`config.mk`:
```
export PLATFORM = sky130hd
export DESIGN_NAME = mux_2to1_rr_stage
export DESIGN_NICKNAME = d
export VERILOG_FILES = /design/src/rtl/mux_2to1_rr_stage.sv
export SDC_FILE = /design/constraint.sdc
export NUM_CORES = 1
export LEC_CHECK = 0
export ABC_AREA = 1
export CORE_ASPECT_RATIO = 0.9
export CORE_MARGIN = 4
export CORE_UTILIZATION = 35
export CTS_CLUSTER_DIAMETER = 30
export CTS_CLUSTER_SIZE = 20
export DETAILED_ROUTE_END_ITERATION = 12
export MAX_ROUTING_LAYER = met4
export PLACE_DENSITY = 0.76
export SLEW_MARGIN = 15
export SYNTH_ARGS = -nofsm -noshare
export SYNTH_HDL_FRONTEND = slang
export SYNTH_SLANG_ARGS = --single-unit
```
`constraint.sdc`:
```
create_clock -name clk -period 1.1 [get_ports clk]
set_input_delay 0.22 -clock clk [delete_from_list [all_inputs] [get_ports clk]]
set_output_delay 0.22 -clock clk [all_outputs]
set_load 0.03 [all_outputs]
```
`src/rtl/mux_2to1_rr_stage.sv`:
```
// mux_2to1_rr_stage: registered 2-channel arbitrating mux stage.
// Two valid/ready producers (a, b) share one valid/ready consumer. A combinational
// arbiter picks the winner. The winning word is captured into a one-entry output
// register. That register can drain and reload on the same edge, so the stage
// sustains one word per cycle.
//
// Configuration macro: MUX_RR_ARB_EN
//   defined   -> round-robin on contention (winner = ~last_grant)
//   undefined -> fixed priority, a always wins contention
//
// Ports:
//   clk        rising-edge clock
//   rst_n      synchronous reset, active-low
//   a_valid    channel a word present
//   a_data     channel a word
//   a_ready    channel a word accepted this cycle (combinational)
//   b_valid    channel b word present
//   b_data     channel b word
//   b_ready    channel b word accepted this cycle (combinational)
//   out_valid  out_data holds a word
//   out_data   registered mux output
//   out_sel    source of out_data: 0=a, 1=b
//   out_ready  consumer takes word when out_valid & out_ready
module mux_2to1_rr_stage #(
  parameter int unsigned width = 32
) (
  input  logic             clk,
  input  logic             rst_n,
  input  logic             a_valid,
  input  logic [width-1:0] a_data,
  output logic             a_ready,
  input  logic             b_valid,
  input  logic [width-1:0] b_data,
  output logic             b_ready,
  output logic             out_valid,
  output logic [width-1:0] out_data,
  output logic             out_sel,
  input  logic             out_ready
);

  logic grant_a;
  logic grant_b;
  logic can_load;
  logic load_a;
  logic load_b;

`ifdef MUX_RR_ARB_EN
  // 0 = a took the last transfer, 1 = b; reset to 1 so a wins the first contention
  logic last_grant;

  // Round-robin arbiter: on contention the channel not served last wins
  always_comb begin
    grant_a = 1'b0;
    grant_b = 1'b0;
    if (a_valid && b_valid) begin
      grant_a = last_grant;
      grant_b = ~last_grant;
    end else begin
      grant_a = a_valid;
      grant_b = b_valid;
    end
  end

  // History advances only on an actual transfer, never on a bare request
  always_ff @(posedge clk) begin
    if (!rst_n) begin
      last_grant <= 1'b1;
    end else if (load_a) begin
      last_grant <= 1'b0;
    end else if (load_b) begin
      last_grant <= 1'b1;
    end
  end
`else
  // Fixed priority: b is served only when a is idle
  assign grant_a = a_valid;
  assign grant_b = b_valid & ~a_valid;
`endif

  // The register is free when empty or being drained this cycle
  assign can_load = ~out_valid | out_ready;

  // rst_n gating keeps both producers stalled while reset is held
  assign a_ready = rst_n & can_load & grant_a;
  assign b_ready = rst_n & can_load & grant_b;

  assign load_a = a_valid & a_ready;
  assign load_b = b_valid & b_ready;

  // Output register: load wins over drain, so drain+load is a same-edge replace
  always_ff @(posedge clk) begin
    if (!rst_n) begin
      out_valid <= 1'b0;
      out_data  <= '0;
      out_sel   <= 1'b0;
    end else if (load_a) begin
      out_valid <= 1'b1;
      out_data  <= a_data;
      out_sel   <= 1'b0;
    end else if (load_b) begin
      out_valid <= 1'b1;
      out_data  <= b_data;
      out_sel   <= 1'b1;
    end else if (out_ready) begin
      out_valid <= 1'b0;
    end
  end

endmodule

```
[After elaboration in Yosys (flattened, before gate mapping)]
Index checks and enable logic that the tools add are counted.
Cells by class
  add/sub/neg operators: 0
  reductions and logical operators: 3
  multiply operators: 0
  eq/ne operators: 0
  $lt $le $gt $ge: 0
  shifts and indexed selects: 0
  div/mod/pow operators: 0
  mux-type cells: 5
  bitwise gates (word level): 10
Operators by type and width (number)
  $mux 32: 2
  $and 1x1->1: 6
  $mux 1: 3
  $not 1->1: 3
  $reduce_bool 3->1: 1
  $reduce_bool 2->1: 1
  $reduce_or 2->1: 1
  $or 1x1->1: 1
Storage, ports and cells
  bits in read-only memories: 0
  register bits after elaboration: 34
  output and inout bits: 36
  RAM bits: 0
  memories: 0
  bits in latches: 0
  input bits: 69

[Logic depth before layout (Yosys ltp)]
  depth after elaboration: 7
  gate-level depth with buffers: 8
  gate-level depth less buffers: 7

[Worst setup path after synthesis]
OpenSTA, ideal clock, no wires.
  kind: reg2reg
  from: register out_valid
  to: register out_sel
  path slack: -0.303 ns
  arrival: 1.344 ns
  setup time: 0.059 ns
  cell stages (with the launch flop): 8
  path buffers: 1
  period minus slack after synthesis: 1.403 ns
  data required time: 1.041 ns
  cell sequence: dfxtp_1 nand2_2 nand3_4 buf_2 inv_1 nor2_1 o21ai_0 inv_1
On the way
  cells in the longest elaborated chain, start to end: 6
  elaborated cells between the ends (all ways): 8
  classes of those cells: bitwise (7); reduce/logical (1)
Ends and longest elaborated chain
  from (decl): line 35  | output logic out_valid,
  from (signal assigned): line 93  | out_valid <= 1'b0;
  from (signal assigned): line 97  | out_valid <= 1'b1;
  from (signal assigned): line 101  | out_valid <= 1'b1;
  $not 1->1: line 81  | assign can_load = ~out_valid | out_ready;
  $or 1x1->1: line 81
  $and 1x1->1 (2 in series): line 84  | assign a_ready = rst_n & can_load & grant_a;
  named net a_ready: line 31  | output logic a_ready,
  $and 1x1->1: line 87  | assign load_a = a_valid & a_ready;
  $reduce_or 2->1 (no line)
  to (signal assigned): line 95  | out_sel <= 1'b0;
  to (signal assigned): line 99  | out_sel <= 1'b0;
  to (signal assigned): line 103  | out_sel <= 1'b1;
  to (decl): line 37  | output logic out_sel,
The timed path passes the listed nets, and every way through them passes these cells.
A chain may end at the register's enable or synchronous reset.

[Worst setup path in the final report]
  from: register out_valid
  to: output a_ready
On the way
  cells in the longest elaborated chain, start to end: 4
Ends and longest elaborated chain (line)
  $not 1->1: 81
  $or 1x1->1: 81
  $and 1x1->1 (2 in series): 84
  to (decl): 31
No other way between the ends.

==> results.ini <==
[timing]
hold_viol_final = 0
fin_skew_ns = 0.00204
timing.hold.ws_ns = 0.503
period_minus_slack_ns = 1.36
maxSlewViolCount = 0
worst_slack_ns = -0.256
worst_pin_slew_ns = 0.290
fin_crit_sh = 1.23
rsz0062_at_grt = yes
setup_viol = 35
fmax_ghz = 0.737
slew_headroom = 0.807

[floorplan]
num_io_pins = 105
die_w_um = 86.5
die_height_um = 78.7
core-area_um2 = 5320
rows = 25
die_area_um2 = 6810
start_util = 0.365

[setup_path]
cp_max_fo = 3
critPathArrivalTime_ns = 1.14
worstSetupEndpointType = output pin
worstSetupStartpointType = register
crit_type = register to output pin
crit_required_ns = 0.88

[routing]
dr_total_vias = 2233
wl_per_cell_um = 11.6
drtIter0Drc = 81
finalWirelength_um = 5870
postRouteAntennaNets = 0
drc_errors = 0
firstDrtPassIters = 4
viasPerCell = 4.40

[placement]
placement.setup.worst_slack_ns = -0.526
port_buffers = 104
place.gp.congestion = 0.790
place_area_um2 = 3070
hpwl_um = 3960

[worst_hold_path]
min_path_type = register to register

[synthesis]
yosys_most_used_dff = dfxtp_1
synth.distinct_cells = 14
synth_top_area_frac = 0.350
async_flop_share = 0
netlist_area_um2 = 1940
synth-edff-count = 0
ys_top_cells_by_count = 98 x nor2_1, 97 x nand2_1, 36 x inv_1
seq_area_frac_synth = 0.350
postSynthCellCount = 322
ys_seq_elements = 34
yosysWarningCount = 0
synth.net_count = 391
synth_top_cell_by_area = dfxtp_1
synthTopCellsByArea = dfxtp_1 35%, nor2_1 19%, nand2_1 19%, nand3b_1 12%, inv_1 7.0%
syn_area_per_cell_um2 = 6.03
yosysMostFrequentCell = nor2_1

[power_and_ir_drop]
p_leak_nw = 1.79
power_density_nw_per_um2 = 1110
ir_worst_vdd_mv = 0.538

[clocking]
clkSinkCount = 34
cts_tree = built
clkLatencyLatePin_ns = 0.28
cts_htree_levels = 2
cts_buffers = 5
cts.hold.buffers_added = 0
cts-root-buf = clkbuf_8
clockBufferDepth = 2
path_clk_slew_ns = 0.07

[global_routing]
grt_start_max_net_pins = 41
grt_pass1_vias = 2005
antenna_found_initial = 0
grt_util_all_layers = 0.162
grt_pass1_wl_um = 8770
overflow = 0

[layout]
seq_area_um2 = 684
area_growth_pct = 76.1
final_util = 0.644
n_antenna_cell = 0
fill_cells = 489
stdcell_area_um2 = 3420
multi_input_area_um2 = 1080
layout-drive-gt1-share = 0.189
nets = 508

[status]
status = finished, violations left
violations = negative setup slack

[run]
cap_violations = 0

## logic make-up (layout without fill, tap and decap cells)
kind of cell	count (synthesis)	in the layout	share of synthesized area
flops	34	34	0.350
buf+inv	56	174	0.126
simple gates	230	230	0.518
compound gates	2	2	0.00579
## power by group
group,internal (mW),switching (mW)
registers,1.35,0.0561
logic,0.730,0.709
clock network,0.505,0.438
total,2.58,1.20
## layer usage
metal,share of wire,routed length [um],vias to the layer above,global-route usage
met5,0,0,-,-
met4,0.015,86,0,0.0514
met3,0.092,539,9,0.0409
met2,0.46,2710,83,0.271
met1,0.43,2540,953,0.190
li1,-,-,1188,-
## through the flow
stage / total power [mW] / setup TNS, ns / cells
2_1_floorplan: 2.15 / -1.90 / 322
4_1_cts: 3.75 / -5.93 / 503
6_report: 3.79 / -6.36 / 507
5_1_grt: 4.02 / -8.58 / 507
3_3_place_gp: 2.71 / -16.60 / 489
3_5_place_dp: 2.72 / -17.68 / 489
## worst paths after layout
path                           from                        end  slack (ns)  cells past startpoint
max          out_valid$_SDFFE_PN0P_                    a_ready       -0.26                      5
min            out_sel$_SDFFE_PP0P_       out_sel$_SDFFE_PP0P_        0.50                      2
min reg2reg    out_sel$_SDFFE_PP0P_       out_sel$_SDFFE_PP0P_        0.50                      2
max reg2reg  out_valid$_SDFFE_PN0P_  out_data[15]$_SDFFE_PN0P_       -0.24                      9
## cell usage in the layout, fill, tap and decap left out
cell             instances
clkinvlp_4               1
clkbuf_8                 6
nand3b_1                32
inv_1                   34
a31oi_1                  1
nand2_8                  1
buf_4                   41
inv_2                    1
dfxtp_4                  1
nand2_4                  2
dlygate4sd2_1            4
nor2_2                   2
clkdlybuf4s50_1         64
nor2_4                   2
buf_12                   5
nand2_2                  2
buf_8                    2
clkinv_2                 1
nor2_1                  94
clkbuf_16                3
clkbuf_1                 1
nand2_1                 93
nand3_4                  2
dfxtp_1                 33
o21ai_0                  1
buf_6                    9
buf_16                   2
## critical path, stage by stage (launching register included)
cell,delay [ns]
dfxtp_4,0.35
nand2_4,0.09
nand3_4,0.09
buf_12,0.14
clkinvlp_4,0.06
buf_6,0.12
## cell type report
type	count	area share
Clock buffer	7	0.0252
Clock inverter	1	0.00146
Inverter	36	0.0406
Multi-Input combinational cell	232	0.315
Sequential cell	34	0.200
Tap cell	67	0.0245
Timing Repair Buffer	130	0.393
## state kept, by name, indices dropped and copies added, names as in the netlist
signal     count
out_data      32
out_sel        1
out_valid      1
## what timing repair did
item | 4_1_cts | 5_1_grt
cloned | 1 | 3
pin swaps | 2 | 7
setup endpoints to repair | 37 | 36
gates resized for setup | 14 | 17
buffers inserted | 5 | 1
No activity file was read; power rests on OpenSTA's default activity.
